File: src/rtl/uart_receiver_pkg.sv
// ============================================================================
//  Module  : uart_receiver_pkg
//  Brief   : Shared UART receive definitions: FSM states, data width and the
//            baud_select -> sample-tick divisor function.
//  Rev     : 1.0  initial release
// ============================================================================
`timescale 1ns/1ps
`default_nettype none
package uart_receiver_pkg;

   localparam int DATA_BITS = 8;
   localparam int DIV_W     = 14;

   typedef enum logic [2:0] {
      S_IDLE   = 3'd0,
      S_START  = 3'd1,
      S_DATA   = 3'd2,
      S_PARITY = 3'd3,
      S_STOP   = 3'd4
   } rx_state_t;

   // Rounded clk_hz / (ovs * baud); only ever evaluated with constant arguments.
   function automatic logic [DIV_W-1:0] baud_div(input int unsigned clk_hz,
                                                 input int unsigned ovs,
                                                 input logic [2:0]  sel);
      int unsigned baud;
      int unsigned den;
      case (sel)
         3'd0:    baud = 300;
         3'd1:    baud = 1200;
         3'd2:    baud = 4800;
         3'd3:    baud = 9600;
         3'd4:    baud = 19200;
         3'd5:    baud = 38400;
         3'd6:    baud = 57600;
         default: baud = 115200;
      endcase
      den = ovs * baud;
      return DIV_W'((clk_hz + den / 2) / den);
   endfunction

endpackage
`default_nettype wire

File: src/rtl/uart_baud_controller.sv
// ============================================================================
//  Module  : uart_baud_controller
//  Brief   : Divisor counter producing a 1-clk sample tick every DIV clocks;
//            clr holds the phase at zero so ticks align to a start edge.
//  Rev     : 1.0  initial release
// ============================================================================
`timescale 1ns/1ps
`default_nettype none
module uart_baud_controller
   import uart_receiver_pkg::*;
#(
   parameter int unsigned CLK_HZ     = 50_000_000,
   parameter int unsigned OVERSAMPLE = 16
) (
   input  logic       clk,
   input  logic       reset,
   input  logic       clr,
   input  logic [2:0] baud_select,
   output logic       tick
);

   logic [DIV_W-1:0] r_cnt;
   logic             r_tick;
   logic [DIV_W-1:0] w_div;

   always_comb begin
      w_div = baud_div(CLK_HZ, OVERSAMPLE, 3'd7);
      case (baud_select)
         3'd0:    w_div = baud_div(CLK_HZ, OVERSAMPLE, 3'd0);
         3'd1:    w_div = baud_div(CLK_HZ, OVERSAMPLE, 3'd1);
         3'd2:    w_div = baud_div(CLK_HZ, OVERSAMPLE, 3'd2);
         3'd3:    w_div = baud_div(CLK_HZ, OVERSAMPLE, 3'd3);
         3'd4:    w_div = baud_div(CLK_HZ, OVERSAMPLE, 3'd4);
         3'd5:    w_div = baud_div(CLK_HZ, OVERSAMPLE, 3'd5);
         3'd6:    w_div = baud_div(CLK_HZ, OVERSAMPLE, 3'd6);
         default: w_div = baud_div(CLK_HZ, OVERSAMPLE, 3'd7);
      endcase
   end

   always_ff @(posedge clk or posedge reset) begin
      if (reset) begin
         r_cnt  <= '0;
         r_tick <= 1'b0;
      end else if (clr) begin
         r_cnt  <= '0;
         r_tick <= 1'b0;
      end else if (r_cnt == w_div - DIV_W'(1)) begin
         r_cnt  <= '0;
         r_tick <= 1'b1;
      end else begin
         r_cnt  <= r_cnt + DIV_W'(1);
         r_tick <= 1'b0;
      end
   end

   assign tick = r_tick;

endmodule
`default_nettype wire

File: src/rtl/uart_receiver.sv
// ============================================================================
//  Module  : uart_receiver
//  Brief   : 8E1 UART receiver with framing/parity error flags. Define
//            RX_MAJORITY_VOTE_EN for 2-of-3 majority bit sampling.
//  Rev     : 1.0  initial release
// ============================================================================
`timescale 1ns/1ps
`default_nettype none
module uart_receiver
   import uart_receiver_pkg::*;
#(
   parameter int unsigned CLK_HZ     = 50_000_000,
   parameter int unsigned OVERSAMPLE = 16
) (
   input  logic                 clk,
   input  logic                 reset,
   input  logic                 Rx_EN,
   input  logic [2:0]           baud_select,
   input  logic                 RxD,
   output logic [DATA_BITS-1:0] Rx_DATA,
   output logic                 Rx_FERROR,
   output logic                 Rx_PERROR,
   output logic                 Rx_VALID
);

   localparam int TCNT_W = $clog2(OVERSAMPLE);
   localparam int BIDX_W = $clog2(DATA_BITS);
   localparam logic [TCNT_W-1:0] c_MID  = TCNT_W'(OVERSAMPLE / 2 - 1);
   localparam logic [TCNT_W-1:0] c_LAST = TCNT_W'(OVERSAMPLE - 1);
   localparam logic [BIDX_W-1:0] c_BLAST = BIDX_W'(DATA_BITS - 1);

   rx_state_t            r_state, w_next;
   logic                 r_rxd_meta, r_rxd_sync, r_rxd_prev;
   logic [TCNT_W-1:0]    r_tcnt;
   logic [BIDX_W-1:0]    r_bidx;
   logic [DATA_BITS-1:0] r_shift;
   logic                 r_perr;
   logic [DATA_BITS-1:0] r_data;
   logic                 r_ferr_o, r_perr_o, r_valid;
   logic                 w_tick, w_mid, w_full, w_bit, w_fall;

   uart_baud_controller #(
      .CLK_HZ     (CLK_HZ),
      .OVERSAMPLE (OVERSAMPLE)
   ) u_baud (
      .clk         (clk),
      .reset       (reset),
      .clr         (r_state == S_IDLE),
      .baud_select (baud_select),
      .tick        (w_tick)
   );

   always_ff @(posedge clk or posedge reset) begin
      if (reset) begin
         r_rxd_meta <= 1'b1;
         r_rxd_sync <= 1'b1;
         r_rxd_prev <= 1'b1;
      end else begin
         r_rxd_meta <= RxD;
         r_rxd_sync <= r_rxd_meta;
         r_rxd_prev <= r_rxd_sync;
      end
   end

   assign w_fall = r_rxd_prev & ~r_rxd_sync;
   assign w_mid  = w_tick && (r_tcnt == c_MID);
   assign w_full = w_tick && (r_tcnt == c_LAST);

`ifdef RX_MAJORITY_VOTE_EN
   // Samples from the two ticks before the decision tick vote with the current one,
   // so the decision lands on the same tick as the single-sample build.
   logic [1:0] r_hist;

   always_ff @(posedge clk or posedge reset) begin
      if (reset)       r_hist <= 2'b11;
      else if (w_tick) r_hist <= {r_hist[0], r_rxd_sync};
   end

   assign w_bit = (r_hist[1] & r_hist[0]) | (r_hist[1] & r_rxd_sync) |
                  (r_hist[0] & r_rxd_sync);
`else
   assign w_bit = r_rxd_sync;
`endif

   always_ff @(posedge clk or posedge reset) begin
      if (reset) r_state <= S_IDLE;
      else       r_state <= w_next;
   end

   always_comb begin
      w_next = r_state;
      if (!Rx_EN) begin
         w_next = S_IDLE;
      end else begin
         case (r_state)
            S_IDLE:   if (w_fall) w_next = S_START;
            S_START:  if (w_mid)  w_next = w_bit ? S_IDLE : S_DATA;
            S_DATA:   if (w_full && r_bidx == c_BLAST) w_next = S_PARITY;
            S_PARITY: if (w_full) w_next = S_STOP;
            S_STOP:   if (w_full) w_next = S_IDLE;
            default:  w_next = S_IDLE;
         endcase
      end
   end

   always_ff @(posedge clk or posedge reset) begin
      if (reset) begin
         r_tcnt   <= '0;
         r_bidx   <= '0;
         r_shift  <= '0;
         r_perr   <= 1'b0;
         r_data   <= '0;
         r_ferr_o <= 1'b0;
         r_perr_o <= 1'b0;
         r_valid  <= 1'b0;
      end else begin
         r_valid <= 1'b0;
         if (r_state == S_IDLE || !Rx_EN) r_tcnt <= '0;
         else if (w_tick)                 r_tcnt <= r_tcnt + TCNT_W'(1);
         if (Rx_EN) begin
            case (r_state)
               S_START: begin
                  // Restart the count at mid start bit so later decisions fall mid-bit.
                  if (w_mid && !w_bit) begin
                     r_tcnt <= '0;
                     r_bidx <= '0;
                  end
               end
               S_DATA: begin
                  if (w_full) begin
                     r_shift <= {w_bit, r_shift[DATA_BITS-1:1]};
                     r_bidx  <= r_bidx + BIDX_W'(1);
                  end
               end
               S_PARITY: if (w_full) r_perr <= ^{r_shift, w_bit};
               S_STOP: begin
                  if (w_full) begin
                     r_data   <= r_shift;
                     r_perr_o <= r_perr;
                     r_ferr_o <= ~w_bit;
                     r_valid  <= ~r_perr & w_bit;
                  end
               end
               default: ;
            endcase
         end
      end
   end

   assign Rx_DATA   = r_data;
   assign Rx_FERROR = r_ferr_o;
   assign Rx_PERROR = r_perr_o;
   assign Rx_VALID  = r_valid;

endmodule
`default_nettype wire
File: config.mk
export PLATFORM = sky130hd
export DESIGN_NAME = uart_receiver
export DESIGN_NICKNAME = d
export VERILOG_FILES = /design/src/rtl/uart_receiver_pkg.sv /design/src/rtl/uart_baud_controller.sv /design/src/rtl/uart_receiver.sv
export SDC_FILE = /design/constraint.sdc
export NUM_CORES = 1
export LEC_CHECK = 0
export ABC_CLOCK_PERIOD_IN_PS = 1910
export BUFFER_PORTS_ARGS = -buffer_cell sky130_fd_sc_hd__buf_2
export CORE_MARGIN = 2
export CORE_UTILIZATION = 55
export CTS_CLUSTER_SIZE = 16
export DETAILED_ROUTE_END_ITERATION = 8
export PLACE_DENSITY_LB_ADDON = 0.15
export SLEW_MARGIN = 20
export SYNTH_ARGS = -nofsm -noshare
export SYNTH_HDL_FRONTEND = slang
export SYNTH_HIERARCHICAL = 1
export SYNTH_SLANG_ARGS = --single-unit
File: constraint.sdc
create_clock -name clk -period 1.91 [get_ports clk]
set_input_delay 0 -clock clk [delete_from_list [all_inputs] [get_ports clk]]
set_output_delay 0 -clock clk [all_outputs]
set_load 0.05 [all_outputs]
==> impl_summary.log, run 1 <==
[metrics] run status: complete, no violations
[metrics] RR Endpoint: r_state[0]
[metrics] shortest period the worst path allows: 1800 ps
[metrics] met3 usage: 4.07%
[metrics] DR DRC count: 0
[metrics] final critical-path setup slack: 108 ps
[metrics] # nets final: 281
[metrics] Layout Skew: about 8.4 ps
[metrics] CTS tree: built
[metrics] placed cell count: 326
[metrics] sum of negative setup slack: 0 ps
[metrics] largest net degree at the start of global routing: 34
[metrics] Worst Path Max Fanout: 4
[metrics] leakage power summed over all cells: about 1.4 nW
[metrics] dominant synthesized flop cell: dfrtp_1
[metrics] Highest Clock Rate: between 500 and 600 MHz
[metrics] H-tree depth reported by CTS: 2
[metrics] I/O Buffers: 17
[metrics] total of flip-flops plus latches after synthesis: 48
[metrics] top-area cell type share of the netlist area: around two fifths
[metrics] net count after synthesis: 253
[metrics] Die Footprint: 5520 µm²
[metrics] Initial Util: 57.2%
[metrics] detail-routed via count per cell: roughly 5.6
[metrics] Hold Fails Final Rpt: 0
[metrics] violation count after the first detailed-route iteration: slightly below 60
[metrics] fin area: around 3100 µm²
[metrics] met2 usage in global routing: about 33%
[metrics] pre-CTS setup slack: 49.5 ps
[metrics] launching instance or port of the critical path: r_bidx[0]
[metrics] Critical Setup Path Class: register to register
[metrics] worst setup path endpoint: r_state[0]
[metrics] register-to-register path setup slack: 110 ps
[metrics] Root Buffer: clkbuf_8
[metrics] worst hold-check path type: input pin to asynchronous set/reset pin
[metrics] die height: 74.3 µm
[metrics] maxcap violations: 0
[metrics] GRT Overall Usage: 20.5%
[metrics] worst path cell trace: ha_1, ha_1, nor4b_1, o22ai_1, a21bo_2, a21oi_1
[metrics] Seq/Total Area, Yosys: 44.3%
[metrics] signal arrival time at the worst endpoint: between 2000 and 2500 ps
[metrics] via count of the first global-routing pass: between 1,500 and 2,000
[metrics] Core Footprint: 4750 µm²
[metrics] slowest CP cell: dfrtp_1
[metrics] share of flip-flops with an asynchronous set or reset: 100%
[metrics] setup repair after global routing missed its margin: no
[metrics] number of distinct library cell variants in the gate-level netlist after synthesis: 59
[metrics] Final Setup Violations: 0
[metrics] number of standard cells after synthesis: 241
[metrics] Finished Layout Cells: 337
[metrics] final core utilization: 64.9%
[metrics] origin of the critical flop-to-flop path: r_bidx[0]
[metrics] cell taking the most area after synthesis: dfrtp_1
[metrics] GR Layer Usage met1: 28.3%
[metrics] clock insertion delay at the later pin of the skew report: ~300 ps
[metrics] global-route wire length before repair: around 8.7 mm
[metrics] Mapped Avg Cell Area: 11.3 µm²
[metrics] Critical Path Most Common Cell: ha_1
[metrics] count of standard-cell rows: 25
[metrics] required time of the critical path: 2130 ps
[metrics] maximum buffer depth of the clock tree: 2
[metrics] total routed wirelength: 4.99 mm
[metrics] delay of the slowest critical-path stage: 390 ps
[metrics] Synth warnings: 6
[metrics] cell area power density: a little under 800 nW/µm²
[metrics] TritonCTS buffer count: 5
[metrics] clock slew seen by the registers of the worst setup and hold paths: 90 ps
[metrics] final number of max-transition violations: 0
[metrics] worst-case reg-to-reg path depth: 6
[metrics] GR Overflow Total: 0
[metrics] sort of element at the start of the critical path: register
[metrics] total via count in the routed design: 1,876
[metrics] placer's final routability congestion estimate: 0.841
[metrics] CTS Sinks: 48
[metrics] Most Crowded Layer GR: met2
[metrics] nature of the critical path endpoint: register
[metrics] average routed wire per standard cell: between 10 and 15 µm
[metrics] fin crit share: 94.4%
[metrics] cell types with the largest area share after synthesis: dfrtp_1, mux2_2, xnor2_1, a211oi_2, mux2_4
[metrics] area overhead of the layout relative to synthesis: 13.5%
[metrics] Post-DP Area: 2940 µm²
[metrics] worst vdd rail ir drop: around 0.00059 V
[metrics] Post-Synthesis Cell Area: 2720 µm²
[metrics] Initial DRT Pass Iterations: 4
[metrics] count of pins on the block boundary: 18
[metrics] worst relative slew slack: between 60% and 70%
[metrics] die boundary width: 74.3 µm
[metrics] DPL Wire Length: 3.56 mm
[metrics] Antenna Cells: 0
[metrics] worst slew pin tran: 595 ps
[metrics] Post-synth EDFFs: 0
[metrics] share of layout cells above drive strength 1: 31.1%
[metrics] initial antenna violation count: 0
[metrics] Final ANT Viol Nets: 0
-- cells by family after synthesis --
kind of cell	share of synthesized area, %
AND/OR/NAND/NOR	17.6
multiplexers	9.57
adder cells (fa/ha/maj)	2.30
AO/OA/AOI/OAI	11.9
XOR/XNOR	10.1
flip-flops	44.3
buffers and inverters	4.23
-- worst max-delay path: cells and delay by family, from the launching register on --
| family | cells | cell delay, ps |
|---|---|---|
| fa+ha+maj | 2 | 390 |
| compound gates | 3 | 610 |
| flops | 1 | 390 |
| simple gates | 1 | 350 |
-- registers in the layout, summed over array words and instances, names as in the netlist --
signal        count
r_rxd_prev        1
Rx_PERROR         1
r_state           3
r_rxd_sync        1
r_tcnt            4
r_rxd_meta        1
Rx_DATA           8
u_baud/tick       1
r_shift           8
u_baud/r_cnt     14
r_perr            1
Rx_FERROR         1
Rx_VALID          1
r_bidx            3
-- worst min-delay path by stage --
stage / from / to
after floorplan: reset / u_baud/r_cnt[0]
after global placement: reset / u_baud/r_cnt[12]
after detailed placement: reset / u_baud/tick
after CTS: reset / u_baud/r_cnt[3]
after global routing: RxD / r_rxd_meta
final: reset / u_baud/tick
-- timing repair --
action,4_1_cts,5_1_grt
setup endpoints to repair,0,1
hold buffers,3,0
setup buffers,0,0
hold endpoints to repair,47,0
resized for setup,0,1
-- layout by cell type (no fill, tap or decap), drive strengths merged, types with 2 or more instances in the layout --
master       instances
a211oi              11
a21oi                5
a221o                2
a22o                 2
a31oi                2
and3b                2
buf                 32
clkbuf               5
dfrtp               45
dfstp                3
dlygate4sd3          3
ha                   5
inv                  6
mux2                19
mux2i                2
nand2               13
nand2b               2
nand3                8
nand4                4
nor2                18
nor2b                4
nor3                 7
nor3b                6
o21ai                7
or3                  3
or3b                 2
or4b                 2
xnor2               16
xor2                12
-- area by class of cell --
cell class / count / area, µm²
fill: 395 / 1670
sequential: 48 / 1210
inverter: 5 / 18.8
tap: 67 / 83.8
timing repair buffer: 35 / 253
clock inverter: 3 / 46.3
multi-input combinational: 174 / 1410
clock buffer: 5 / 68.8
-- per-stage QoR --
step           hold slack, ps  power (mW)
6_report                  319        2.39
2_1_floorplan           -98.5        1.52
3_5_place_dp              108        1.66
5_1_grt                   325        2.52
4_1_cts                   315        2.42
3_3_place_gp              102        1.65
-- synthesized netlist by cell type (2+ instances only) --
| cell type | number |
|---|---|
| a211oi_1 | 2 |
| a211oi_2 | 9 |
| a21oi_1 | 5 |
| a221o_1 | 2 |
| a22o_1 | 2 |
| a31oi_1 | 2 |
| and3b_1 | 2 |
| buf_2 | 3 |
| buf_4 | 2 |
| buf_6 | 4 |
| clkbuf_1 | 2 |
| clkbuf_2 | 2 |
| dfrtp_1 | 45 |
| dfstp_2 | 3 |
| ha_1 | 5 |
| inv_1 | 5 |
| mux2_2 | 12 |
| mux2_4 | 7 |
| mux2i_1 | 2 |
| nand2_1 | 13 |
| nand2b_1 | 2 |
| nand3_1 | 8 |
| nand4_1 | 3 |
| nor2_1 | 18 |
| nor2b_1 | 4 |
| nor3_1 | 6 |
| nor3b_1 | 5 |
| o21ai_0 | 7 |
| or3_1 | 3 |
| or4b_1 | 2 |
| xnor2_1 | 15 |
| xor2_1 | 12 |
-- power breakdown --
part | total (mW) | leakage, nW | switching (mW) | internal (mW)
Clock | 0.744 | 0.0548 | 0.350 | 0.394
Sequential | 1.13 | 0.654 | 0.0671 | 1.06
Combinational | 0.522 | 0.691 | 0.299 | 0.224
-- layer usage --
metal | vias to the layer above | wire length (µm)
li1 | 915 | -
met1 | 909 | 2400
met2 | 43 | 2320
met3 | 9 | 184
met4 | 0 | 89
met5 | - | 0
(Power assumes the default switching activity.)
==> run 2, diff against run 1 <==
--- a/config.mk
+++ b/config.mk
@@ -5,10 +5,12 @@
 export SDC_FILE = /design/constraint.sdc
 export NUM_CORES = 1
 export LEC_CHECK = 0
-export ABC_CLOCK_PERIOD_IN_PS = 1910
+export ABC_CLOCK_PERIOD_IN_PS = 2000
 export BUFFER_PORTS_ARGS = -buffer_cell sky130_fd_sc_hd__buf_2
+export CELL_PAD_IN_SITES_DETAIL_PLACEMENT = 0
+export CELL_PAD_IN_SITES_GLOBAL_PLACEMENT = 2
 export CORE_MARGIN = 2
-export CORE_UTILIZATION = 55
+export CORE_UTILIZATION = 41
 export CTS_CLUSTER_SIZE = 16
 export DETAILED_ROUTE_END_ITERATION = 8
 export PLACE_DENSITY_LB_ADDON = 0.15
==> constraint.sdc (replaced) <==
create_clock -name clk -period 2 [get_ports clk]
set_input_delay 0 -clock clk [delete_from_list [all_inputs] [get_ports clk]]
set_output_delay 0 -clock clk [all_outputs]
set_load 0.05 [all_outputs]
==> run 2 against run 1 <==
Via count shrank 1.3%. Register-to-register slack better by 50 ps. Global-route usage is 4.4 points lower. Die area rose by 32%. Largest cell class unchanged. Largest power group unchanged. Worst setup slack improved by 50 ps. Sequential share of layout area shrank 0.43 points. Power grew 0.94%.
==> impl_summary.log, run 2 (synthesis gave the netlist of run 1 again) <==
[metrics] via count of the first global-routing pass: 1,840 (-2.4%)
[metrics] nature of the critical path endpoint: register
[metrics] Initial Util: 42.6% (-15 points)
[metrics] GRT Overall Usage: 16.1% (-4.4 points)
[metrics] area of the multi-input gates: 1410 µm² (-0.18%)
[metrics] shortest period the worst path allows: 1840 ps (+40.4 ps)
[metrics] family with the most delay on the worst path: simple AND/OR/NAND/NOR gates
[metrics] CTS tree: built
[metrics] Highest Clock Rate: 543 MHz (-2.2%)
[metrics] Layout Skew: 9.21 ps (+0.824 ps)
[metrics] worst hold-check path type: input pin to asynchronous set/reset pin
[metrics] Hold Fails Final Rpt: 0 (unchanged)
[metrics] cell area power density: 775 nW/µm² (about the same)
[metrics] maxcap violations: 0 (unchanged)
[metrics] initial antenna violation count: 0 (unchanged)
[metrics] DR DRC count: 0 (unchanged)
[metrics] worst path cell trace: or3b_2, nor3_4, buf_12, a31oi_1, mux2_2
[metrics] # nets final: 281 (unchanged)
[metrics] worst vdd rail ir drop: 0.000416 V (-29%)
[metrics] count of fill cells added during filler insertion: 592 (+50%)
[metrics] worst relative slew slack: 60.0% (-0.27 points)
[metrics] Initial DRT Pass Iterations: 4 (unchanged)
[metrics] placer's final routability congestion estimate: 0.863 (+2.6%)
[metrics] sort of element at the start of the critical path: register
[metrics] detail-routed via count per cell: 5.34 (-4.1%)
[metrics] register area: 1200 µm² (-0.10%)
[metrics] Die Footprint: 7300 µm² (+32%)
[metrics] fin crit share: 92.1% (-2.2 points)
[metrics] signal arrival time at the worst endpoint: 2030 ps (about the same)
[metrics] H-tree depth reported by CTS: 2 (unchanged)
[metrics] most common cell after layout, fill and taps aside: dfrtp_1
[metrics] Final Setup Violations: 0 (unchanged)
[metrics] delay of the slowest critical-path stage: 550 ps (+160 ps)
[metrics] number of gates resized after CTS: 0 (unchanged)
[metrics] buffers plus inverters on the worst setup path: 1 (+1)
[metrics] leakage power summed over all cells: 1.41 nW (+1.1%)
[metrics] DPL Wire Length: 3.70 mm (+4.0%)
[metrics] setup repair after global routing missed its margin: no
[metrics] Antenna Cells: 0 (unchanged)
[metrics] count of standard-cell rows: 29 (+16%)
[metrics] hold_ws: 315 ps (-3.59 ps)
[metrics] Root Buffer: clkbuf_8
[metrics] sum of negative setup slack: 0 ps (unchanged)
[metrics] count of pins on the block boundary: 18 (unchanged)
[metrics] average routed wire per standard cell: 15.3 µm (+3.1%)
[metrics] violation count after the first detailed-route iteration: 98 (+66%)
[metrics] Critical Setup Path Class: register to register
[metrics] GR Overflow Total: 0 (unchanged)
[metrics] maximum buffer depth of the clock tree: 2 (unchanged)
[metrics] Final ANT Viol Nets: 0 (unchanged)
[metrics] Core Footprint: 6390 µm² (+34%)
[metrics] total routed wirelength: 5.30 mm (+6.1%)
[metrics] Top reg by flops: u_baud/r_cnt
[metrics] slowest CP cell: or3b_2
[metrics] clock insertion delay at the later pin of the skew report: 300 ps (about the same)
[metrics] I/O Buffers: 17 (unchanged)
[metrics] CTS Sinks: 48 (unchanged)
[metrics] area overhead of the layout relative to synthesis: 14.6%
[metrics] most used cells in the layout excluding fill and tap cells: dfrtp_1, nor2_1, buf_2
[metrics] required time of the critical path: 2190 ps (+60 ps)
[metrics] global-route wire length before repair: 9.34 mm (+7.5%)
[metrics] run status: complete, no violations
[metrics] Worst Path Max Fanout: 12 (+8)
[metrics] largest net degree at the start of global routing: 34 (unchanged)
[metrics] final number of max-transition violations: 0 (unchanged)
[metrics] share of layout cells above drive strength 1: 30.4% (-0.74 points)
[metrics] die height: 85.5 µm (+15%)
[metrics] worst slew pin tran: 599 ps (+4.04 ps)
[metrics] clock slew seen by the registers of the worst setup and hold paths: 90 ps (about the same)
[metrics] TritonCTS buffer count: 5 (unchanged)
[metrics] final core utilization: 48.8% (-16 points)
[metrics] die boundary width: 85.5 µm (+15%)
[metrics] max reg flops: 14 (unchanged)
[metrics] total via count in the routed design: 1,852 (-1.3%)
## run 2: final cells by class
class | instances | area share [%]
tap | 77 | 3.09
clock buffer | 5 | 2.21
sequential | 48 | 38.6
clock inverter | 3 | 2.21
inverter | 5 | 0.602
multi-input combinational | 174 | 45.1
timing repair buffer | 35 | 8.11
## run 2: final timing paths
check,endpoint,from,slack (ps),cells after the start
hold reg to reg,r_rxd_sync,r_rxd_meta,360,0
min in group clk,r_rxd_meta,RxD,350,2
setup / recovery,r_bidx[0],r_state[1],160,5
setup reg to reg,r_bidx[0],r_state[1],160,5
max in group asynchronous,u_baud/r_cnt[13],reset,1290,3
hold / removal,u_baud/r_cnt[12],reset,320,3
## run 2: metal layers
metal | vias to the layer above | GRT usage [%] | share of wire, %
li1 | 919 | - | -
met1 | 909 | 24.8 | 52
met2 | 22 | 22.7 | 44
met3 | 2 | 3.99 | 3.4
met4 | 0 | 3.90 | 0.55
met5 | - | 0 | 0
## run 2: timing repair
item,CTS,global route
hold endpoints to repair,47,0
setup buffers,0,0
hold buffers,3,0
## run 2: metrics by stage
step	setup WS (ps)	cells	area [µm²]	total power, mW
6_report	157	347	3120	2.42
2_1_floorplan	18.1	241	2720	1.45
3_5_place_dp	33.7	336	2950	1.59
4_1_cts	153	347	3120	2.45
3_3_place_gp	61.1	336	2950	1.60
5_1_grt	62.5	347	3120	2.56
## run 2: worst reg2reg max path: stages (launching register included)
cell and delay [ps]:
dfrtp_1 490, or3b_2 550, nor3_4 180, buf_12 160, a31oi_1 70, mux2_2 290
## run 2: power by group
| group | leakage, nW | total (mW) | internal, mW | switching [mW] |
|---|---|---|---|---|
| Combinational | 0.690 | 0.517 | 0.217 | 0.300 |
| Clock | 0.0687 | 0.838 | 0.503 | 0.335 |
| Sequential | 0.655 | 1.06 | 1.01 | 0.0510 |
| Total | 1.41 | 2.42 | 1.73 | 0.686 |
==> run 3, diff against run 2 <==
--- a/config.mk
+++ b/config.mk
@@ -14,6 +14,7 @@
 export CTS_CLUSTER_SIZE = 16
 export DETAILED_ROUTE_END_ITERATION = 8
 export PLACE_DENSITY_LB_ADDON = 0.15
+export REMOVE_ABC_BUFFERS = 1
 export SLEW_MARGIN = 20
 export SYNTH_ARGS = -nofsm -noshare
 export SYNTH_HDL_FRONTEND = slang
==> run 3 against run 2 <==
Non-clock buffer count decreased by 1. Via count hardly changed. Highest routed layer unchanged. Sequential power about the same. First-iteration DRC count is 51% lower. Worst setup slack better by 22 ps. Largest power group unchanged. Die area stayed put. Global-route usage decreased by 0.89 points. Routed wire length decreased by 3.6%. Hold slack lost 11 ps. Core utilization fell by 0.84 points. Clock power is 28% lower.
==> impl_summary.log, run 3 (synthesis gave the netlist of run 1 again) <==
[metrics] fin crit share: 91.0% (-1.1 points)
[metrics] slowest CP cell: dfrtp_1
[metrics] GR Layer Usage met1: 20.2% (-4.6 points)
[metrics] register-to-register path setup slack: 180 ps (+20 ps)
[metrics] Antenna Cells: 0 (unchanged)
[metrics] count of fill cells added during filler insertion: 603 (+1.9%)
[metrics] Worst Path Max Fanout: 13 (+1)
[metrics] setup repair after global routing missed its margin: no
[metrics] delay of the slowest critical-path stage: 480 ps (-70 ps)
[metrics] Initial DRT Pass Iterations: 4 (unchanged)
[metrics] most common cell after layout, fill and taps aside: dfrtp_1
[metrics] average routed wire per standard cell: 14.8 µm (-3.3%)
[metrics] RR Endpoint: u_baud/r_cnt[0]
[metrics] Highest Clock Rate: 549 MHz (+1.2%)
[metrics] worst-case reg-to-reg path depth: 6 (+1)
[metrics] H-tree depth reported by CTS: 2 (unchanged)
[metrics] post-CTS setup buffer count: 0 (unchanged)
[metrics] maximum buffer depth of the clock tree: 2 (unchanged)
[metrics] worst hold-check path type: input pin to asynchronous set/reset pin
[metrics] Final ANT Viol Nets: 0 (unchanged)
[metrics] CTS tree: built
[metrics] maxcap violations: 0 (unchanged)
[metrics] nature of the critical path endpoint: register
[metrics] Root Buffer: clkbuf_8
[metrics] area overhead of the layout relative to synthesis: 12.6%
[metrics] worst path cell trace: xnor2_2, xor2_1, nor3_1, o311a_1, buf_12, a211oi_1
[metrics] Top reg by flops: u_baud/r_cnt
[metrics] clock insertion delay at the later pin of the skew report: 310 ps (about the same)
[metrics] violation count after the first detailed-route iteration: 48 (-51%)
[metrics] TritonCTS buffer count: 5 (unchanged)
[metrics] largest net degree at the start of global routing: 34 (unchanged)
[metrics] GR Overflow Total: 0 (unchanged)
[metrics] initial antenna violation count: 0 (unchanged)
[metrics] sort of element at the start of the critical path: register
[metrics] leakage power summed over all cells: 1.39 nW (-1.9%)
[metrics] Core Footprint: 6390 µm² (unchanged)
[metrics] Die Footprint: 7300 µm² (unchanged)
[metrics] number of gates resized after CTS: 0 (unchanged)
[metrics] count of pins on the block boundary: 18 (unchanged)
[metrics] DR DRC count: 0 (unchanged)
[metrics] clock slew seen by the registers of the worst setup and hold paths: 100 ps (about the same)
[metrics] Final Setup Violations: 0 (unchanged)
[metrics] run status: complete, no violations
[metrics] Critical Setup Path Class: register to register
[metrics] Most Crowded Layer GR: met2
[metrics] Initial Util: 42.6% (unchanged)
[metrics] total routed wirelength: 5.11 mm (-3.6%)
[metrics] worst slew pin tran: 591 ps (-8.76 ps)
[metrics] signal arrival time at the worst endpoint: 2030 ps (about the same)
[metrics] family with the most delay on the worst path: compound AO/OA/AOI/OAI gates
[metrics] shortest period the worst path allows: 1820 ps (-22.0 ps)
[metrics] via count of the first global-routing pass: 1,887 (+2.6%)
[metrics] GRT Overall Usage: 15.3% (-0.89 points)
[metrics] met3 usage: 2.72% (-1.3 points)
[metrics] required time of the critical path: 2210 ps (+20 ps)
[metrics] cell area power density: 708 nW/µm² (-8.7%)
[metrics] worst relative slew slack: 60.6% (+0.58 points)
[metrics] CTS Sinks: 48 (unchanged)
[metrics] Finished Layout Cells: 346 (-0.29%)
[metrics] final number of max-transition violations: 0 (unchanged)
[metrics] DPL Wire Length: 3.56 mm (-3.7%)
[metrics] share of layout cells above drive strength 1: 29.7% (-0.63 points)
[metrics] # nets final: 280 (-0.36%)
[metrics] global-route wire length before repair: 8.96 mm (-4.1%)
[metrics] placed cell count: 335 (-0.30%)
[metrics] placer's final routability congestion estimate: 0.744 (-14%)
[metrics] number of cells on the critical path: 6 (+1)
[metrics] hold_ws: 304 ps (-11.1 ps)
[metrics] buffers plus inverters on the worst setup path: 1 (unchanged)
[metrics] most used cells in the layout excluding fill and tap cells: dfrtp_1, nor2_1, buf_2
[metrics] origin of the critical flop-to-flop path: u_baud/r_cnt[2]
[metrics] Hold Fails Final Rpt: 0 (unchanged)
[metrics] die height: 85.5 µm (unchanged)
[metrics] max reg flops: 14 (unchanged)
[metrics] die boundary width: 85.5 µm (unchanged)
[metrics] count of standard-cell rows: 29 (unchanged)
[metrics] detail-routed via count per cell: 5.35 (+0.23%)
[metrics] total via count in the routed design: 1,851 (-0.054%)
[metrics] worst vdd rail ir drop: 0.000550 V (+32%)
[metrics] I/O Buffers: 17 (unchanged)
[metrics] Layout Skew: 13.8 ps (+4.57 ps)
[metrics] met2 usage in global routing: 25.9% (+3.2 points)
## run 3: cell types whose count changed in the layout (fill, tap and decap cells not counted)
cell and delta:
clkinvlp_4 +1, ha_2 -1, ha_1 +1, inv_6 +1, bufinv_16 -2, buf_4 -1
## run 3: how the worst max path moves through the flow
stage,startpoint,end,slack (ps)
after floorplan,r_state[1],r_state[0],-530
after global placement,baud_select[0],u_baud/r_cnt[0],70
after detailed placement,baud_select[0],u_baud/r_cnt[13],50
after CTS,u_baud/r_cnt[2],u_baud/r_cnt[0],170
after global routing,r_bidx[0],r_state[1],30
final,u_baud/r_cnt[2],u_baud/r_cnt[0],180
## run 3: repair_timing
item / in CTS / in global routing
hold buffers: 3 / 0
setup endpoints to repair: 0 / 0
endpoints found under the hold margin: 47 / 0
## run 3: per-stage QoR
| stage | TNS, ps | cell area, µm² | power [mW] | utilization, % | setup WS, ps |
|---|---|---|---|---|---|
| 2_1_floorplan | -2160 | 2620 | 1.41 | - | -528 |
| 3_3_place_gp | 0 | 2940 | 1.58 | 46.0 | 66.1 |
| 3_5_place_dp | 0 | 2940 | 1.58 | 46.0 | 45.5 |
| 4_1_cts | 0 | 3060 | 2.21 | 48.0 | 172 |
| 5_1_grt | 0 | 3060 | 2.31 | 48.0 | 34.2 |
| 6_report | 0 | 3060 | 2.17 | 48.0 | 179 |
## run 3: report_power, final
part	internal [mW]	total [mW]	switching, mW
Clock	0.255	0.605	0.349
Sequential	1.01	1.08	0.0700
Combinational	0.203	0.484	0.280
## run 3: layout make-up
type	instances	area, µm²	area share, %
clock buffer	5	68.8	2.25
clock inverter	3	25.0	0.817
inverter	5	18.8	0.612
multi-input combinational	174	1410	45.9
sequential	48	1200	39.3
tap	77	96.3	3.14
timing repair buffer	34	245	8.00
## run 3: tightest hold or removal path: cells and delay by family
kind                   cells  cell delay (ps)
buffers and inverters      3             1080
## run 3: layer usage
layer | up-vias | share of wire [%]
li1 | 918 | -
met1 | 907 | 48
met2 | 20 | 48
met3 | 6 | 2.5
met4 | 0 | 1.0
met5 | - | 0
